`src/rtl/ssd_scan_controller_if.sv`:
```
// ssd_scan_controller_if
// Bundles the data/strobe inputs and display outputs of ssd_scan_controller.
// Signals:
//   value_in   16  hex value, nibble k belongs to digit k
//   dp_in      4   decimal point per digit, captured with value_in
//   load       1   one-cycle capture strobe
//   pending    1   a captured value is waiting for the next frame boundary
//   digit_sel  2   current digit index {S1,S0} for the anode decoder
//   an         4   anode enables
//   seg        7   segments {g,f,e,d,c,b,a}
//   dp         1   decimal point of the current digit
//   frame_tick 1   pulse on the last cycle of the digit-3 slot
// Modports: master drives value_in/dp_in/load, slave is the controller.
interface ssd_scan_controller_if;
  logic [15:0] value_in;
  logic [3:0]  dp_in;
  logic        load;
  logic        pending;
  logic [1:0]  digit_sel;
  logic [3:0]  an;
  logic [6:0]  seg;
  logic        dp;
  logic        frame_tick;

  modport master (
    output value_in, dp_in, load,
    input  pending, digit_sel, an, seg, dp, frame_tick
  );

  modport slave (
    input  value_in, dp_in, load,
    output pending, digit_sel, an, seg, dp, frame_tick
  );
endinterface

```
`src/rtl/ssd_scan_controller.sv`:
```
// ssd_scan_controller
// Time-multiplexed driver for a 4-digit seven-segment display. Each digit slot
// is TICKS_PER_DIGIT cycles: BLANK_TICKS cycles with every anode off (to avoid
// ghosting) followed by the SHOW cycles. The displayed value is double-buffered
// so that a new value only takes effect at a frame boundary (last cycle of the
// digit-3 slot).
// Ports:
//   clk  system clock
//   rst  synchronous active-high reset
//   bus  ssd_scan_controller_if.slave (value_in, dp_in, load in;
//        pending, digit_sel, an, seg, dp, frame_tick out)
// Parameters:
//   TICKS_PER_DIGIT  cycles per digit slot (>= 2)
//   BLANK_TICKS      blank cycles per slot (1 .. TICKS_PER_DIGIT-1)
//   ACTIVE_LOW       1: an/seg/dp active-low, 0: active-high
// Build option:
//   LEADING_ZERO_BLANK_EN  when defined, digits above the most significant
//                          nonzero nibble are suppressed (digit 0 always shown).
module ssd_scan_controller #(
  parameter int TICKS_PER_DIGIT = 50000,
  parameter int BLANK_TICKS     = 500,
  parameter int ACTIVE_LOW      = 1
) (
  input  logic                  clk,
  input  logic                  rst,
  ssd_scan_controller_if.slave  bus
);

  localparam int CW = (TICKS_PER_DIGIT > 2) ? $clog2(TICKS_PER_DIGIT) : 1;
  localparam logic [CW-1:0] LAST_TICK  = CW'(TICKS_PER_DIGIT - 1);
  localparam logic [CW-1:0] LAST_BLANK = CW'(BLANK_TICKS - 1);

  typedef enum logic {BLANK, SHOW} state_t;

  state_t        state;
  state_t        state_next;
  logic [CW-1:0] count;
  logic [1:0]    digit;
  logic          slot_end;
  logic          boundary;

  logic [15:0]   shown_value;
  logic [3:0]    shown_dp;
  logic [15:0]   buf_value;
  logic [3:0]    buf_dp;
  logic          pending_q;

  logic          digit_on;
  logic [3:0]    nibble;
  logic [3:0]    an_raw;
  logic [6:0]    seg_raw;
  logic          dp_raw;

  // Active-high gfedcba pattern for one hex digit.
  function automatic logic [6:0] hex_to_seg(input logic [3:0] h);
    logic [6:0] s;
    case (h)
      4'h0: s = 7'b0111111;
      4'h1: s = 7'b0000110;
      4'h2: s = 7'b1011011;
      4'h3: s = 7'b1001111;
      4'h4: s = 7'b1100110;
      4'h5: s = 7'b1101101;
      4'h6: s = 7'b1111101;
      4'h7: s = 7'b0000111;
      4'h8: s = 7'b1111111;
      4'h9: s = 7'b1101111;
      4'hA: s = 7'b1110111;
      4'hB: s = 7'b1111100;
      4'hC: s = 7'b0111001;
      4'hD: s = 7'b1011110;
      4'hE: s = 7'b1111001;
      default: s = 7'b1110001;
    endcase
    return s;
  endfunction

  // The SHOW phase always ends on the last tick of a slot, so the frame
  // boundary is simply the last tick of the digit-3 slot.
  assign slot_end = (count == LAST_TICK);
  assign boundary = (state == SHOW) && (digit == 2'd3) && slot_end;

  // State register together with the slot counter and digit index.
  always_ff @(posedge clk) begin
    if (rst) begin
      state <= BLANK;
      count <= '0;
      digit <= 2'd0;
    end else begin
      state <= state_next;
      count <= slot_end ? '0 : count + 1'b1;
      if (slot_end) begin
        digit <= digit + 2'd1;
      end
    end
  end

  // Next-state logic: BLANK for the first BLANK_TICKS cycles of a slot.
  always_comb begin
    state_next = state;
    case (state)
      BLANK:   if (count == LAST_BLANK) state_next = SHOW;
      SHOW:    if (slot_end)            state_next = BLANK;
      default: state_next = BLANK;
    endcase
  end

  // Double buffer. A load on the boundary cycle bypasses the buffer so the
  // newest value is never lost or delayed by a whole frame.
  always_ff @(posedge clk) begin
    if (rst) begin
      shown_value <= 16'h0000;
      shown_dp    <= 4'b0000;
      buf_value   <= 16'h0000;
      buf_dp      <= 4'b0000;
      pending_q   <= 1'b0;
    end else if (boundary) begin
      pending_q <= 1'b0;
      if (bus.load) begin
        shown_value <= bus.value_in;
        shown_dp    <= bus.dp_in;
      end else if (pending_q) begin
        shown_value <= buf_value;
        shown_dp    <= buf_dp;
      end
    end else if (bus.load) begin
      buf_value <= bus.value_in;
      buf_dp    <= bus.dp_in;
      pending_q <= 1'b1;
    end
  end

`ifdef LEADING_ZERO_BLANK_EN
  logic [1:0] top_digit;

  // Index of the most significant nonzero nibble; 0 when the value is zero,
  // which keeps digit 0 visible.
  always_comb begin
    top_digit = 2'd0;
    if (shown_value[15:12] != 4'h0)     top_digit = 2'd3;
    else if (shown_value[11:8] != 4'h0) top_digit = 2'd2;
    else if (shown_value[7:4] != 4'h0)  top_digit = 2'd1;
  end

  assign digit_on = (digit <= top_digit);
`else
  assign digit_on = 1'b1;
`endif

  assign nibble = shown_value[{digit, 2'b00} +: 4];

  // Output decode from registered state only.
  always_comb begin
    an_raw  = 4'b0000;
    seg_raw = 7'b0000000;
    dp_raw  = 1'b0;
    if ((state == SHOW) && digit_on) begin
      an_raw  = 4'b0001 << digit;
      seg_raw = hex_to_seg(nibble);
      dp_raw  = shown_dp[digit];
    end
  end

  assign bus.an         = (ACTIVE_LOW != 0) ? ~an_raw  : an_raw;
  assign bus.seg        = (ACTIVE_LOW != 0) ? ~seg_raw : seg_raw;
  assign bus.dp         = (ACTIVE_LOW != 0) ? ~dp_raw  : dp_raw;
  assign bus.digit_sel  = digit;
  assign bus.pending    = pending_q;
  assign bus.frame_tick = boundary;

endmodule

```
`src/flat_wrapper.sv`:
```
// flat-port wrapper written by rule: the top's interface ports become plain ports
module ssd_scan_controller_flat 
#(
  parameter int TICKS_PER_DIGIT = 50000,
  parameter int BLANK_TICKS     = 500,
  parameter int ACTIVE_LOW      = 1
)
  (clk, rst, bus_value_in, bus_dp_in, bus_load, bus_pending, bus_digit_sel, bus_an, bus_seg, bus_dp, bus_frame_tick);
  ssd_scan_controller_if bus_i ();
  input  logic clk;
  input  logic rst;
  input wire logic [$bits(bus_i.value_in)-1:0] bus_value_in;
  input wire logic [$bits(bus_i.dp_in)-1:0] bus_dp_in;
  input wire logic [$bits(bus_i.load)-1:0] bus_load;
  output wire logic [$bits(bus_i.pending)-1:0] bus_pending;
  output wire logic [$bits(bus_i.digit_sel)-1:0] bus_digit_sel;
  output wire logic [$bits(bus_i.an)-1:0] bus_an;
  output wire logic [$bits(bus_i.seg)-1:0] bus_seg;
  output wire logic [$bits(bus_i.dp)-1:0] bus_dp;
  output wire logic [$bits(bus_i.frame_tick)-1:0] bus_frame_tick;
  assign bus_i.value_in = bus_value_in;
  assign bus_i.dp_in = bus_dp_in;
  assign bus_i.load = bus_load;
  assign bus_pending = bus_i.pending;
  assign bus_digit_sel = bus_i.digit_sel;
  assign bus_an = bus_i.an;
  assign bus_seg = bus_i.seg;
  assign bus_dp = bus_i.dp;
  assign bus_frame_tick = bus_i.frame_tick;
  ssd_scan_controller #(.TICKS_PER_DIGIT(TICKS_PER_DIGIT), .BLANK_TICKS(BLANK_TICKS), .ACTIVE_LOW(ACTIVE_LOW)) u_core (.clk(clk), .rst(rst), .bus(bus_i));
endmodule
```
`config.mk`:
```
export PLATFORM = sky130hd
export DESIGN_NAME = ssd_scan_controller_flat
export DESIGN_NICKNAME = d
export VERILOG_FILES = /design/src/rtl/ssd_scan_controller_if.sv /design/src/rtl/ssd_scan_controller.sv /design/src/flat_wrapper.sv
export SDC_FILE = /design/constraint.sdc
export NUM_CORES = 1
export LEC_CHECK = 0
export BUFFER_PORTS_ARGS = -buffer_cell sky130_fd_sc_hd__buf_4
export CAP_MARGIN = 20
export CORE_MARGIN = 2
export CORE_UTILIZATION = 47
export DETAILED_ROUTE_END_ITERATION = 10
export PLACE_DENSITY = 0.69
export SLEW_MARGIN = 10
export SYNTH_ARGS = -nofsm -noshare
export SYNTH_HDL_FRONTEND = slang
export SYNTH_SLANG_ARGS = --single-unit
```
`constraint.sdc`:
```
create_clock -name clk -period 2.7 [get_ports clk]
set_input_delay 0.54 -clock clk [delete_from_list [all_inputs] [get_ports clk]]
set_output_delay 0.54 -clock clk [all_outputs]
set_load 0.02 [all_outputs]
```
==> run summary, run 1 <==
The total congestion overflow after global routing came out at 0. The number of max-slew violations in the final report is 0. The starting density of the core came out at 48.6%. The final HPWL from detailed placement came out at 5.49 mm. The number of cells on the worst reg-to-reg path is 5. The port buffer count is 38.

Of all flip-flops after synthesis, the portion carrying an async set or reset was 0%. The setup TNS is -0.0279 ns. The area after detailed placement is 4130 sq um. The delay of the slowest cell on the worst path is 0.60 ns. In this run the critical register-to-register path is launched from u_core.count[11]$_SDFF_PP0_. The clock reaches the later pin of the worst-skew pair after 0.34 ns. The required time of the critical path came out at 2.16 ns. The worst-path cell with the longest stage delay is mux4_2. The detail-routed net length per standard cell came out at 14.8 microns. The first-iteration detailed-routing DRC count is 212. The residual antenna-violating net count after detailed routing came out at 0. The total non-filler cell area in the finished layout is 4470 sq um.

Compared with the post-synthesis result, the final layout area differs by 18.5%. Traced cell by cell, the critical path runs through mux4_2 > ha_4 > mux2_2 > o31a_1 > buf_6. The number of maximum-capacitance constraint violations came out at 0. The clock arrives with 0.00944 ns of skew. The number of filler instances in the final layout came out at 702. The hold path depth is 1. The count of placed standard cells in the final layout, fillers left out came out at 583. The number of antenna violations at the first check in global routing came out at 0. The worst relative slew slack came out at 57.9%.

Yosys printed 0 warnings. The initialized floorplan defines 32 standard-cell rows. The startpoint identified for the worst hold timing path is u_core.count[0]$_SDFF_PP0_. In the synthesized netlist the dominant register cell turns out to be dfxtp_1.

The number of global-route vias before repair came out at 3,047. In this run, synthesis inferred 0 flip-flops with an integrated enable. Clock-pin slew was measured on the worst setup and hold paths at 0.06 ns.

The worst setup path is captured at an output pin. In this run the power density over the cells is 394 nW/um^2. The time the final worst path needs with I/O delays and setup came out at 2.73 ns. Cells with a size suffix above 1 make up 24.9% of the layout. The count of pins on the block boundary came out at 39. The floorplan step defined a die boundary enclosing 8760 sq um. The final setup violation count came out at 1. The gate count of the mapped netlist came out at 453. The per-cell via count in the routed design came out at 5.73. The number of buffers created by CTS is 9. The maximum level of the CTS H-tree came out at 3. The pin slew with the least headroom to its limit came out at 0.631 ns. The checks that failed: negative setup slack. In the post-route analysis, the smallest setup slack over all paths is -0.0279 ns.

The width of the chip is 93.6 microns. In this run the critical register-to-register path is captured at u_core.buf_value[10]$_SDFFE_PP0P_. For hold timing, the worst endpoint is u_core.count[0]$_SDFF_PP0_. The first-pass iteration count of the detailed router is 4. The wire length after detailed routing is 8.65 mm. Clock tree synthesis found a total of 60 sinks. TritonCTS built the clock tree. The post-synthesis register bit count came out at 60. Along the worst path, the maximum fanout reaches 5.

The global-route wire length before repair came out at 14.6 mm. The worst-case setup slack after placement is 0.0930 ns. The number of buffers on the longest clock path came out at 2. The count of different cell masters after synthesis is 42. The arrival time at the worst endpoint came out at 2.19 ns. The total number of vias is 3,343. The core outline area is 7770 sq um. The average size of a mapped cell is 8.33 sq um. The post-synthesis cell area came out at 3770 sq um.

The pin count of the biggest net entering global routing came out at 63. The min-delay analysis places its worst path in the category reg2reg. The total track usage is 20.8%. The placer's final routability congestion estimate came out at 0.823. For this run, the top clock speed supported by timing is 0.367 GHz.

The number of instances in the placed design came out at 559. The run finished, with violations left. The worst setup path is launched from a register.

The count of endpoints failing hold in the final timing report was 0. The critical path is of the reg2out type. In the routed design, unresolved DRC markers number 0. The maximum vdd drop came out at 278 uV. The share of synthesized area occupied by flip-flops and latches is 31.8%.

The master cell of the clock root buffer is clkbuf_8. The net count after synthesis is 487. The share of the clock period used by the worst path after layout is 101%. The count of antenna diodes in the layout is 0. Setup repair after global routing could not meet its margin everywhere. The final-stage net count is 513. The total design power came out at 1.76 mW.

The multi-input logic area came out at 2460 sq um. The register area came out at 1200 sq um. The internal reg-to-reg setup slack came out at 0.29 ns. The die extent in y came out at 93.6 microns.

The static leakage is 1.67 nW.
-- registers in the layout (all words and copies together), names as in the netlist --
register and count:
u_core.state 1, u_core.count 16, u_core.shown_dp 4, u_core.bus.digit_sel 2
u_core.shown_value 16, u_core.buf_value 16, u_core.bus.pending 1, u_core.buf_dp 4
-- power breakdown --
part | internal, mW | switching [mW] | total, mW
Clock | 0.310 | 0.333 | 0.643
Combinational | 0.0865 | 0.0980 | 0.185
Sequential | 0.916 | 0.0177 | 0.934
-- layout by cell type (no fill, tap or decap), types with 20 or more instances in the layout --
master and instances:
nand3_1 22, dfxtp_1 59, a21oi_1 25, nand2_1 34, and2_1 20, or3_1 21, nor2_1 20, nor2b_1 20
buf_4 52, nor3_1 20, nand2b_1 21, o21ai_1 23
-- how the worst max path moves through the flow --
stage,from,endpoint,depth (start not counted)
floorplan,u_core.bus.digit_sel[0]$_SDFFE_PP0N_,bus_seg[0],7
detailed placement,u_core.bus.digit_sel[0]$_SDFFE_PP0N_,bus_seg[0],6
global placement,u_core.bus.digit_sel[0]$_SDFFE_PP0N_,bus_seg[0],6
global route,u_core.bus.digit_sel[0]$_SDFFE_PP0N_,bus_seg[3],5
CTS,u_core.bus.digit_sel[0]$_SDFFE_PP0N_,bus_seg[3],6
finish,u_core.bus.digit_sel[0]$_SDFFE_PP0N_,bus_seg[3],5
-- cells by family (layout without fill, tap and decap cells) --
family                   after synthesis  in the layout  share of synthesized area, %
AND/OR/NAND/NOR                      221            221                          33.3
AO/OA/AOI/OAI                         84             84                          17.6
flip-flops                            60             60                          31.8
buffers and inverters                 54             82                          6.14
multiplexers                          12             12                          4.88
adder cells (fa/ha/maj)               11             11                          3.65
XOR/XNOR                              11             11                          2.55
-- metrics by stage --
| stage | utilization (%) | hold WS (ns) |
|---|---|---|
| after global placement | 53.2 | 0.442 |
| final | 57.6 | 0.466 |
| after CTS | 56.3 | 0.472 |
| after global routing | 57.6 | 0.504 |
| after detailed placement | 53.2 | 0.456 |
| after floorplan | - | 0.426 |
-- critical path, delay by kind of cell, from the launching register on --
kind,cells,cell delay [ns]
mux,2,0.87
buf+inv,1,0.14
flops,1,0.38
compound gates,1,0.26
fa+ha+maj,1,0.21
-- cell usage after synthesis, drive strengths merged (2+ instances only) --
master / n / area share, %
o21ai: 26 / 3.4
ha: 11 / 3.6
xor2: 5 / 1.2
buf: 11 / 1.9
clkbuf: 33 / 3.3
nor4b: 18 / 4.2
dfxtp: 60 / 32
nor3: 20 / 2.7
inv: 10 / 1.0
a21oi: 26 / 3.4
and2: 20 / 3.3
xnor2: 6 / 1.4
or3b: 2 / 0.46
nor2b: 21 / 3.5
o311ai: 3 / 0.70
nand2b: 21 / 3.5
nor2: 22 / 2.2
nand4: 7 / 1.2
or3: 21 / 3.5
nand2: 34 / 3.4
or4: 3 / 0.70
nand3: 22 / 2.9
o41ai: 20 / 8.2
mux2i: 6 / 1.6
mux4: 5 / 3.0
nor3b: 2 / 0.40
a31oi: 3 / 0.50
nor4: 5 / 0.83
and4: 2 / 0.46
-- cell type report --
class                   count  area share, %
clock buffers               9           2.77
clock inverters             4          0.448
inverters                  10          0.896
multi-input cells         339           55.0
flip-flops and latches     60           27.0
well taps                 102           2.85
repair buffers             59           11.1
-- layer usage --
layer	vias to the layer above	GRT usage, %	wire length [microns]
li1	1678	-	-
met1	1579	30.8	4400
met2	69	30.2	3770
met3	17	2.90	287
met4	0	9.06	193
met5	-	0	0
-- timing repair --
| action | 4_1_cts | 5_1_grt |
|---|---|---|
| hold buffers | 0 | 0 |
| pin swaps | 2 | 3 |
| endpoints found under the hold margin | 0 | 0 |
| endpoints found under the setup margin | 4 | 8 |
| buffers inserted | 6 | 5 |
| gates resized for setup | 12 | 17 |
Note: power is estimated with default switching activity, not from simulation.
==> inputs of run 2 (changes only) <==
==> constraint.sdc (replaced) <==
create_clock -name clk -period 2.7 [get_ports clk]
set_input_delay 0.27 -clock clk [delete_from_list [all_inputs] [get_ports clk]]
set_output_delay 0.27 -clock clk [all_outputs]
set_load 0.02 [all_outputs]
==> run summary, run 2 (synthesized netlist as in run 1, its figures left out) <==
The run finished with clean final reports. The achievable frequency is 0.384 GHz. For this design, the CTS-stage hold fixing added 0 buffers.

The die extent in y came out at 93.6 microns. The clock-pin slew reported for the worst setup and hold paths after clock tree synthesis came out at 0.06 ns. The number of maximum-capacitance constraint violations came out at 0. The count of antenna diodes in the layout came out at 0. The internal reg-to-reg setup slack is 0.26 ns. The setup TNS is 0 ns. The final-layout worst hold slack is 0.280 ns. The starting density of the core came out at 48.6%. STA classifies the critical path startpoint as a register.

Following the worst setup path forward leads to its endpoint at bus_seg[0]. Setup violations remaining at the end of the flow were counted as 0. Dividing total power by cell area gives a power density of 418 nW/um^2.

Setup repair after global routing left no endpoint under its margin. The final-stage net count came out at 506. For this run, design rule violations remaining after detail routing come to 0.

Global routing used 20.1% of the available tracks across all layers. The floorplan die area is 8760 sq um. At the pin with the least slew margin, the transition time is 0.979 ns. The number of global-route vias before repair is 2,975. The share of the clock period used by the worst path after layout is 96.4%. The count of endpoints failing hold in the final timing report came out at 0. The total number of vias is 3,288. The first detailed-routing pass ran for 4 iterations. Clock tree synthesis selected as its root buffer the cell clkbuf_8. The worst pin sits at a relative slew slack of 34.7%. The time the final worst path needs with I/O delays and setup is 2.60 ns. The number of instances in the placed design came out at 558. The critical path is of the reg2out type. The clock tree skew after final layout came out at 0.00476 ns. The global-route wire length before repair came out at 14.0 mm. The number of buffers created by CTS is 9. The clock drives 60 sinks. At the end of routability-driven placement, the weighted congestion stood at 0.953. The wire length after detailed routing is 8.46 mm.

The pin count of the biggest net entering global routing came out at 99. After layout, the design draws a total of 1.80 mW. The capturing point of the worst reg2reg path is u_core.buf_dp[1]$_SDFFE_PP0P_. The beginning of the worst register-to-register path is u_core.count[11]$_SDFF_PP0_. The number of filler instances in the final layout came out at 722. The width of the chip came out at 93.6 microns. The detail-routed net length per standard cell came out at 14.6 microns. The worst-case setup slack after placement is 0.298 ns. The final HPWL from detailed placement is 5.56 mm. 39 I/O pins were placed. For the worst flop-to-flop path, the logic depth is 5. The number of antenna violations at the first check in global routing came to 0.

The core outline area came out at 7770 sq um. The H-tree generated during clock tree synthesis spans 3 levels. In this run the worst setup path begins at u_core.bus.digit_sel[0]$_SDFFE_PP0N_.

The number of max-slew violations in the final report is 0. TritonCTS built the clock tree. In this run the worst path has a maximum fanout of 5.

After the flow finishes, the layout carries non-filler instances totaling 579. The fraction of layout cells with a size suffix above 1 is 19.9%. The maximum vdd drop is 271 uV. The standard-cell row count came out at 32. The largest registers in the layout are u_core.buf_value x16, u_core.count x16, u_core.shown_value x16.

The port buffer count came out at 38. The number of buffers on the longest clock path is 2. The total congestion overflow after global routing is 0. The kind of capture point of the worst setup path is an output pin. The least setup slack across all paths after layout is 0.0983 ns. Compared with the post-synthesis result, the final layout area differs by 14.1%. The beginning of the worst hold path is bus_value_in[15]. The detail route stage leaves a number of antenna-violating nets equal to 0. The first-iteration detailed-routing DRC count is 188. In this run the static leakage power is 1.62 nW. The required time of the critical path came out at 2.43 ns. The per-cell via count in the routed design is 5.68. The insertion delay to the later sink of the worst-skew pair is 0.34 ns. The min-delay analysis places its worst path in the category in2reg.

In the layout the commonest cells are dfxtp_1 (59), buf_4 (50), nand2_1 (34). Leaving out fill and tap cells, the most frequent cell in the layout is dfxtp_1. The arrival time at the worst endpoint is 2.33 ns.
-- run 2: what timing repair did --
action / CTS / global route
hold endpoints to repair: 0 / 0
gates resized for setup: 0 / 2
setup endpoints to repair: 0 / 3
setup buffers: 0 / 4
-- run 2: layout make-up --
class | count | area, sq um | share of cell area, %
tap | 102 | 128 | 2.96
clock buffer | 14 | 153 | 3.55
clock inverter | 2 | 10.0 | 0.232
multi-input combinational | 339 | 2360 | 54.8
inverter | 10 | 37.5 | 0.872
sequential | 60 | 1200 | 27.9
timing repair buffer | 52 | 415 | 9.65
-- run 2: how the worst min path moves through the flow --
stage	slack [ns]	cells after the start	endpoint
6_report	0.28	3	u_core.buf_value[15]$_SDFFE_PP0P_
5_1_grt	0.31	3	u_core.buf_dp[3]$_SDFFE_PP0P_
4_1_cts	0.28	3	u_core.buf_value[15]$_SDFFE_PP0P_
3_5_place_dp	0.45	1	u_core.count[0]$_SDFF_PP0_
3_3_place_gp	0.44	1	u_core.count[0]$_SDFF_PP0_
2_1_floorplan	0.43	1	u_core.count[0]$_SDFF_PP0_
-- run 2: stage by stage --
stage          instance area (sq um)  utilization [%]
6_report                        4310             55.4
3_3_place_gp                    4090             52.7
2_1_floorplan                   3770                -
5_1_grt                         4310             55.4
4_1_cts                         4250             54.8
3_5_place_dp                    4090             52.7
-- run 2: layer usage --
metal / vias to the layer above / global-route usage (%) / wire, microns / part of all wire (%)
met1: 1561 / 28.0 / 4170 / 49
met4: 0 / 8.57 / 124 / 1.5
met3: 12 / 3.14 / 294 / 3.5
met5: - / 0 / 0 / 0
met2: 49 / 31.0 / 3870 / 46
li1: 1666 / - / - / -
-- run 2: worst max-delay path, cell delays in order (launching register included) --
cell	delay (ns)
dfxtp_2	0.37
mux4_2	0.56
ha_1	0.28
nor2b_1	0.17
a2111oi_1	0.36
a31oi_1	0.08
buf_4	0.18
-- run 2: power breakdown --
| part | internal, mW | leakage, nW | total (mW) | switching, mW |
|---|---|---|---|---|
| logic | 0.0826 | 1.04 | 0.180 | 0.0976 |
| registers | 0.917 | 0.491 | 0.934 | 0.0167 |
| clock network | 0.356 | 0.0844 | 0.688 | 0.331 |
